==> config.mk <==
export PLATFORM = sky130hd
export DESIGN_NAME = cavlc_block_sequencer
export DESIGN_NICKNAME = d
export VERILOG_FILES = /design/src/rtl/cavlc_block_sequencer.sv
export SDC_FILE = /design/constraint.sdc
export NUM_CORES = 1
export LEC_CHECK = 0
export CORE_MARGIN = 3
export CORE_UTILIZATION = 40
export DETAILED_ROUTE_END_ITERATION = 16
export GPL_TIMING_DRIVEN = 0
export PLACE_DENSITY = 0.93
export SYNTH_ARGS = -nofsm -noshare
export SYNTH_HDL_FRONTEND = slang
export SYNTH_SLANG_ARGS = --single-unit
==> constraint.sdc <==
create_clock -name Clk -period 5.3 [get_ports Clk]
set_clock_uncertainty 0.2 [all_clocks]
set_input_delay 0.795 -clock Clk [delete_from_list [all_inputs] [get_ports Clk]]
set_output_delay 0.795 -clock Clk [all_outputs]
set_load 0.005 [all_outputs]
==> src/rtl/cavlc_block_sequencer.sv <==
// Sequences one CAVLC residual block through coeff_token, level, total_zeros and
// run_before, muxing their barrel-shifter requests. Optional watchdog: CAVLC_WATCHDOG_EN.
module cavlc_block_sequencer #(
  parameter int MAX_COEFF_W    = 5,
  parameter int TIMEOUT_CYCLES = 64
) (
  input  logic                   Clk,
  input  logic                   Reset,
  input  logic                   BlockStart,
  input  logic [MAX_COEFF_W-1:0] BlockMaxCoeff,
  output logic                   BlockBusy,
  output logic                   BlockDone,
  output logic                   BlockError,
  output logic                   CtEnable,
  output logic                   LvEnable,
  output logic                   TzEnable,
  output logic                   RbEnable,
  input  logic                   CtDone,
  input  logic                   LvDone,
  input  logic                   TzDone,
  input  logic                   RbDone,
  input  logic [MAX_COEFF_W-1:0] CtTotalCoeff,
  input  logic [1:0]             CtTrailingOnes,
  input  logic [3:0]             TzTotalZeros,
  input  logic [4:0]             CtNumShift,
  input  logic [4:0]             LvNumShift,
  input  logic [4:0]             TzNumShift,
  input  logic [4:0]             RbNumShift,
  input  logic                   CtShiftEn,
  input  logic                   LvShiftEn,
  input  logic                   TzShiftEn,
  input  logic                   RbShiftEn,
  output logic [MAX_COEFF_W-1:0] TotalCoeff,
  output logic [1:0]             TrailingOnes,
  output logic [4:0]             NumShift,
  output logic                   ShiftEn
);

  typedef enum logic [2:0] {
    S_IDLE, S_COEFF, S_LATCH, S_LEVEL, S_TZERO, S_RUN, S_FINISH, S_ERROR
  } state_e;

  state_e                 state_q, state_d;
  logic [MAX_COEFF_W-1:0] maxCoeff_q, maxCoeff_d;
  logic [MAX_COEFF_W-1:0] totalCoeff_q, totalCoeff_d;
  logic [1:0]             trailingOnes_q, trailingOnes_d;
  logic                   wdExpired;

  always_ff @(posedge Clk) begin
    if (Reset) begin
      state_q        <= S_IDLE;
      maxCoeff_q     <= '0;
      totalCoeff_q   <= '0;
      trailingOnes_q <= '0;
    end else begin
      state_q        <= state_d;
      maxCoeff_q     <= maxCoeff_d;
      totalCoeff_q   <= totalCoeff_d;
      trailingOnes_q <= trailingOnes_d;
    end
  end

`ifdef CAVLC_WATCHDOG_EN
  localparam int WD_W = $clog2(TIMEOUT_CYCLES + 1);

  logic [WD_W-1:0] wdCnt_q, wdCnt_d;
  logic            inStage;

  // Counter holds cycles already spent in the current stage; expiry on the last allowed one.
  assign inStage   = (state_q == S_COEFF) || (state_q == S_LEVEL) ||
                     (state_q == S_TZERO) || (state_q == S_RUN);
  assign wdExpired = (wdCnt_q == WD_W'(TIMEOUT_CYCLES - 1));

  always_comb begin
    wdCnt_d = '0;
    if (inStage && (state_d == state_q)) begin
      wdCnt_d = wdCnt_q + 1'b1;
    end
  end

  always_ff @(posedge Clk) begin
    if (Reset) begin
      wdCnt_q <= '0;
    end else begin
      wdCnt_q <= wdCnt_d;
    end
  end
`else
  assign wdExpired = 1'b0;
`endif

  always_comb begin
    state_d        = state_q;
    maxCoeff_d     = maxCoeff_q;
    totalCoeff_d   = totalCoeff_q;
    trailingOnes_d = trailingOnes_q;
    BlockDone      = 1'b0;
    BlockError     = 1'b0;
    CtEnable       = 1'b0;
    LvEnable       = 1'b0;
    TzEnable       = 1'b0;
    RbEnable       = 1'b0;
    NumShift       = '0;
    ShiftEn        = 1'b0;

    case (state_q)
      S_IDLE: begin
        if (BlockStart) begin
          maxCoeff_d = BlockMaxCoeff;
          state_d    = S_COEFF;
        end
      end
      S_COEFF: begin
        CtEnable = 1'b1;
        NumShift = CtNumShift;
        ShiftEn  = CtShiftEn;
        if (CtDone) begin
          totalCoeff_d   = CtTotalCoeff;
          trailingOnes_d = CtTrailingOnes;
          state_d        = S_LATCH;
        end else if (wdExpired) begin
          state_d = S_ERROR;
        end
      end
      S_LATCH: begin
        if ((MAX_COEFF_W'(trailingOnes_q) > totalCoeff_q) || (totalCoeff_q > maxCoeff_q)) begin
          state_d = S_ERROR;
        end else if (totalCoeff_q == '0) begin
          state_d = S_FINISH;
        end else begin
          state_d = S_LEVEL;
        end
      end
      S_LEVEL: begin
        LvEnable = 1'b1;
        NumShift = LvNumShift;
        ShiftEn  = LvShiftEn;
        if (LvDone) begin
          state_d = (totalCoeff_q == maxCoeff_q) ? S_FINISH : S_TZERO;
        end else if (wdExpired) begin
          state_d = S_ERROR;
        end
      end
      S_TZERO: begin
        TzEnable = 1'b1;
        NumShift = TzNumShift;
        ShiftEn  = TzShiftEn;
        if (TzDone) begin
          state_d = (TzTotalZeros == 4'd0) ? S_FINISH : S_RUN;
        end else if (wdExpired) begin
          state_d = S_ERROR;
        end
      end
      S_RUN: begin
        RbEnable = 1'b1;
        NumShift = RbNumShift;
        ShiftEn  = RbShiftEn;
        if (RbDone) begin
          state_d = S_FINISH;
        end else if (wdExpired) begin
          state_d = S_ERROR;
        end
      end
      S_FINISH: begin
        BlockDone = 1'b1;
        state_d   = S_IDLE;
      end
      S_ERROR: begin
        BlockError = 1'b1;
        state_d    = S_IDLE;
      end
      default: begin
        state_d = S_IDLE;
      end
    endcase
  end

  assign BlockBusy    = (state_q != S_IDLE);
  assign TotalCoeff   = totalCoeff_q;
  assign TrailingOnes = trailingOnes_q;

endmodule

Word level (Yosys, flattened, before mapping)

Index checks and enable logic that the tools add are counted.

Input port bits: 47
Output and inout port bits: 20
Register bits after elaboration: 15
Word-level logic and storage cells: 46

Muxes and demuxes: 18
Equality and inequality tests: 13
$lt $le $gt $ge: 2
Reductions and logical operators: 9

Operator list:

| kind                 | count |
|---|---|
| $mux W3              | 7 |
| $pmux W3 S7          | 1 |
| $pmux W5 S4          | 1 |
| $eq A3 B3 Y1 const B | 4 |
| $ne A2 B2 Y1 const B | 5 |
| $eq A3 B2 Y1 const B | 2 |
| $mux W1              | 6 |
| $eq A5 B5 Y1         | 1 |
| $gt A2 B5 Y1         | 1 |
| $gt A5 B5 Y1         | 1 |
| $logic_not A5 Y1     | 1 |
| $reduce_and A5 Y1    | 1 |
| $logic_not A4 Y1     | 1 |
| $mux W2              | 2 |
| $pmux W1 S4          | 1 |
| $reduce_and A2 Y1    | 2 |
| $eq A3 B1 Y1 const B | 1 |
| $logic_not A3 Y1     | 1 |
| $reduce_bool A3 Y1   | 1 |
| $reduce_or A2 Y1     | 1 |
| $logic_or A1 B1 Y1   | 1 |

Longest topological paths before layout

Word-level depth: 4
Depth in mapped cells: 7
Mapped depth without buffers: 7

Worst setup path before layout

OpenSTA, ideal clock, no wires.

Path type: in2out
From: input port RbShiftEn
To: output port ShiftEn
Arrival: 1.304 ns
Buffers on the path: 0
Slack: 3.001 ns
Data required time: 4.305 ns
Stages: 3
Cell sequence: mux2_2 -> a22oi_1 -> o21ai_0

Word-level cells in the longest chain between the ends: 1

RTL lines:

| what               | RTL line | RTL |
|---|---|---|
| start: declaration | 32       | `input logic RbShiftEn,` |
| $pmux W1 S4        | 106      | `case (state_q)` |
| end: declaration   | 36       | `output logic ShiftEn` |

Every way passes these cells.

Worst setup path after layout

From: register state_q[0]
To: output port NumShift[1]

Word-level cells in the longest chain between the ends: 2
Elaborated cells on any way between the ends: 5
Those cells by class: eq/ne: 4; mux: 1

RTL lines:

| what                                       | RTL line | RTL |
|---|---|---|
| start: declaration                         | 43       | `state_e state_q, state_d;` |
| start signal: assignment                   | 56       | `state_q <= state_d;` |
| $eq A3 B3 Y1, or another cell as far along | 106      |  |
| $pmux W5 S4 (*)                            | 106      |  |
| end: declaration                           | 35       | `output logic [4:0] NumShift,` |

Every way passes the cells marked *; elsewhere a longest branch is shown, timed or not.

==> run summary <==
SYNTH
--------------------------------------------------------------------------------------------------------
Most frequently used cell type in the post-synthesis netlist ..............................       nor2_1
Net Count, Synth ..........................................................................          205
Proportion of netlist area held by the largest area contributor ...........................        25.6%
EDFF count, synth .........................................................................            0
Biggest area consumer among synthesized cells .............................................      dfxtp_1
Library cells used by synthesis ...........................................................           38
Cells taking the most area after synthesis ................................................ dfxtp_1 (26%), mux2i_1 (8.5%), ha_1 (7.5%)
Most frequent cells after synthesis ....................................................... nor2_1 (23), dfxtp_1 (15), o21ai_0 (13)
Async set-reset flop share out of synthesis ...............................................           0%
Flip-flop cell with the highest count after synthesis .....................................      dfxtp_1
Number of warnings reported in the yosys synthesis log ....................................            0
Synth Area per Inst .......................................................................     7.76 µm²
Synthesized instance count ................................................................          151
Number of register bits inferred by synthesis .............................................           15
Register area share after synthesis .......................................................        25.6%
Combined area of all synthesized cells ....................................................  0.00117 mm²

DETAILED ROUTING
--------------------------------------------------------------------------------------------------------
Number of antenna-violating nets in the routed design .....................................            0
Number of optimization iterations in the first detailed-route pass ........................            4
Detailed router's first-iteration violation count .........................................           46
Post-detailed-routing wire length .........................................................      3470 µm
DR vias/cell ..............................................................................         5.37
Post-DR wirelength/cell ...................................................................      13.8 µm
Routed via count ..........................................................................         1349
# DRC .....................................................................................            0

FLOORPLANNING
--------------------------------------------------------------------------------------------------------
Initial Utilization .......................................................................        42.2%
I/O Pins ..................................................................................           67
Die Wd ....................................................................................      60.1 µm
Standard cell core area ...................................................................  0.00278 mm²
Die Ht ....................................................................................      60.1 µm
DIE AREA ..................................................................................  0.00362 mm²
Core Rows .................................................................................           19

STA
--------------------------------------------------------------------------------------------------------
Least-Margin Pin Slew .....................................................................     0.496 ns
Slew Limit Fails ..........................................................................            0
Final number of hold-violating endpoints ..................................................            0
Worst-case headroom to the max-slew limit .................................................        66.8%
Hold Worst Slack ..........................................................................     0.333 ns
Clock period minus final worst setup slack ................................................      3.25 ns
RSZ-0062 raised after global routing ......................................................           no
Final setup viols .........................................................................            0
Upper clock frequency limit ...............................................................      307 MHz
Tcrit/Tclk final ..........................................................................        61.4%
Final setup TNS ...........................................................................         0 ns

PLACEMENT
--------------------------------------------------------------------------------------------------------
Total half-perimeter wirelength after legalization and detailed placement .................      2840 µm
Global placement routability congestion ...................................................        0.762
Cell area after placement .................................................................  0.00186 mm²
Count of buffers from port buffering ......................................................           65

CRITICAL PATH
--------------------------------------------------------------------------------------------------------
Data required time at the worst endpoint ..................................................      4.30 ns
Cell occurring most often along the worst timing path .....................................      nand2_1
Startpoint of the worst register-to-register path ......................................... TotalCoeff[1]$_SDFFE_PP0P_
Register-to-register setup slack ..........................................................      3.39 ns
Startpoint types ..........................................................................    flip-flop
Critical path class .......................................................................      reg2out
Worst-path maximum fanout .................................................................           10
Arrival time at the worst endpoint ........................................................      2.26 ns
Launch point of the worst path ............................................................ state_q[0]$_SDFFE_PP0P_
Max stage delay on crit path ..............................................................      0.54 ns
Critical Path Sink Type ...................................................................  output port
Chain of cells forming the critical path .................................................. buf_6, buf_4, nand2_1, nor2_1, nand2_1, o21ai_0, clkdlybuf4s50_1
Slowest stage cell, crit path ............................................................. clkdlybuf4s50_1

CTS
--------------------------------------------------------------------------------------------------------
Clock Tree Root ...........................................................................     clkbuf_4
# H-tree levels ...........................................................................            1
Buffer count from post-CTS setup fixing ...................................................            0
Worst-Skew Late Latency ...................................................................      0.29 ns
Clock tree from TritonCTS .................................................................          yes
TritonCTS Buffers .........................................................................            3
Clock sink count ..........................................................................           15
Number of gates resized after CTS .........................................................            0
Maximum number of buffers from clock root to sink .........................................            2
Post-CTS clock slew at the launch and capture registers of the worst setup and hold paths .      0.09 ns
Cts hold-fix bufs .........................................................................            0

POWER AND IR DROP
--------------------------------------------------------------------------------------------------------
Power density over the cells ..............................................................   402 mW/mm²
Peak supply drop ..........................................................................     0.327 mV
Leakage ...................................................................................  0.000723 µW

GRT
--------------------------------------------------------------------------------------------------------
Wire length of the first global-routing pass ..............................................      5580 µm
Largest net degree at the start of global routing .........................................           11
Overflow left after global routing ........................................................            0
Via count of the first global-routing pass ................................................         1335
GRT Util Overall ..........................................................................        19.9%
Antenna violations before repair ..........................................................            0

FINAL LAYOUT
--------------------------------------------------------------------------------------------------------
Final antenna diode count .................................................................            0
Layout Area Growth over Synthesis .........................................................        61.0%
NumNets Final .............................................................................          275
Area of all placed cells without fillers ..................................................  0.00189 mm²
Ratio of cells with drive above 1 in the final layout .....................................        9.55%

WORST HOLD PATH
--------------------------------------------------------------------------------------------------------
Worst min-delay path startpoint ........................................................... maxCoeff_q[0]$_SDFFE_PP0P_
Worst min-delay path category .............................................................      reg2reg

RUN
--------------------------------------------------------------------------------------------------------
Number of max-cap violations ..............................................................            0

STATUS
--------------------------------------------------------------------------------------------------------
Outcome ................................................................................... finished clean

cell families after synthesis:
| group | after synthesis | share of synthesized area [%] |
|---|---|---|
| AOI/OAI and AO/OA | 35 | 17.9 |
| adders and majority gates | 7 | 7.47 |
| buffers and inverters | 19 | 7.68 |
| DFF | 15 | 25.6 |
| muxes | 16 | 14.3 |
| and+or+nand+nor | 59 | 27.0 |
where the power goes:
part / switching (µW) / leakage [µW] / internal [µW] / total (µW)
clock: 37.2 / 0.0000150 / 29.3 / 66.5
combinational: 244 / 0.000586 / 288 / 533
sequential: 20.5 / 0.000122 / 140 / 160
total: 302 / 0.000723 / 458 / 759
flip-flops by register name, indices dropped and copies added, names as in the netlist:
signal / count
state_q: 3
TrailingOnes: 2
maxCoeff_q: 5
TotalCoeff: 5
metrics by stage:
step	instances	util [%]	setup slack [ns]	power (µW)
floorplan	151	-	3.00	499
global placement	247	66.9	2.13	682
detailed placement	247	66.9	2.09	696
CTS	251	67.9	2.04	765
global route	251	67.9	1.91	826
finish	251	67.9	2.05	759
critical path: cells and delay by family, from the launching register on:
family	cells	cell delay, ns
buffers and inverters	3	0.88
and+or+nand+nor	3	0.60
AOI/OAI and AO/OA	1	0.10
DFF	1	0.40
layout make-up:
class / instances / area [µm²]
clock buffers: 4 / 26.3
well taps: 31 / 38.8
flip-flops and latches: 15 / 300
fillers: 240 / 893
inverters: 9 / 33.8
plain buffers: 10 / 56.3
multi-input cells: 117 / 782
repair buffers: 65 / 651
layout by cell type (no fill, tap or decap), drive strengths merged, types with 2 or more instances in the layout:
master / n
a21oi: 9
a22oi: 6
and2: 3
and3: 2
buf: 7
clkbuf: 7
clkdlybuf4s50: 65
dfxtp: 15
ha: 7
inv: 9
mux2: 6
mux2i: 10
nand2: 12
nand2b: 2
nor2: 25
nor2b: 4
nor3: 2
nor4: 2
o21ai: 13
path summary, 6_finish.rpt:
check	end	cells after the start
worst min register to register	maxCoeff_q[0]$_SDFFE_PP0P_	2
worst max-delay path	NumShift[1]	7
worst max register to register	state_q[2]$_SDFFE_PP0P_	7
worst min-delay path	maxCoeff_q[0]$_SDFFE_PP0P_	2
layer usage:
metal / global-route usage (%) / vias up / share of wire [%]
met3: 3.89 / 5 / 12
met4: 6.65 / 0 / 1.2
li1: - / 668 / -
met1: 21.3 / 609 / 38
met2: 38.1 / 67 / 49
met5: 0 / - / 0
No activity file was read; power rests on OpenSTA's default activity.
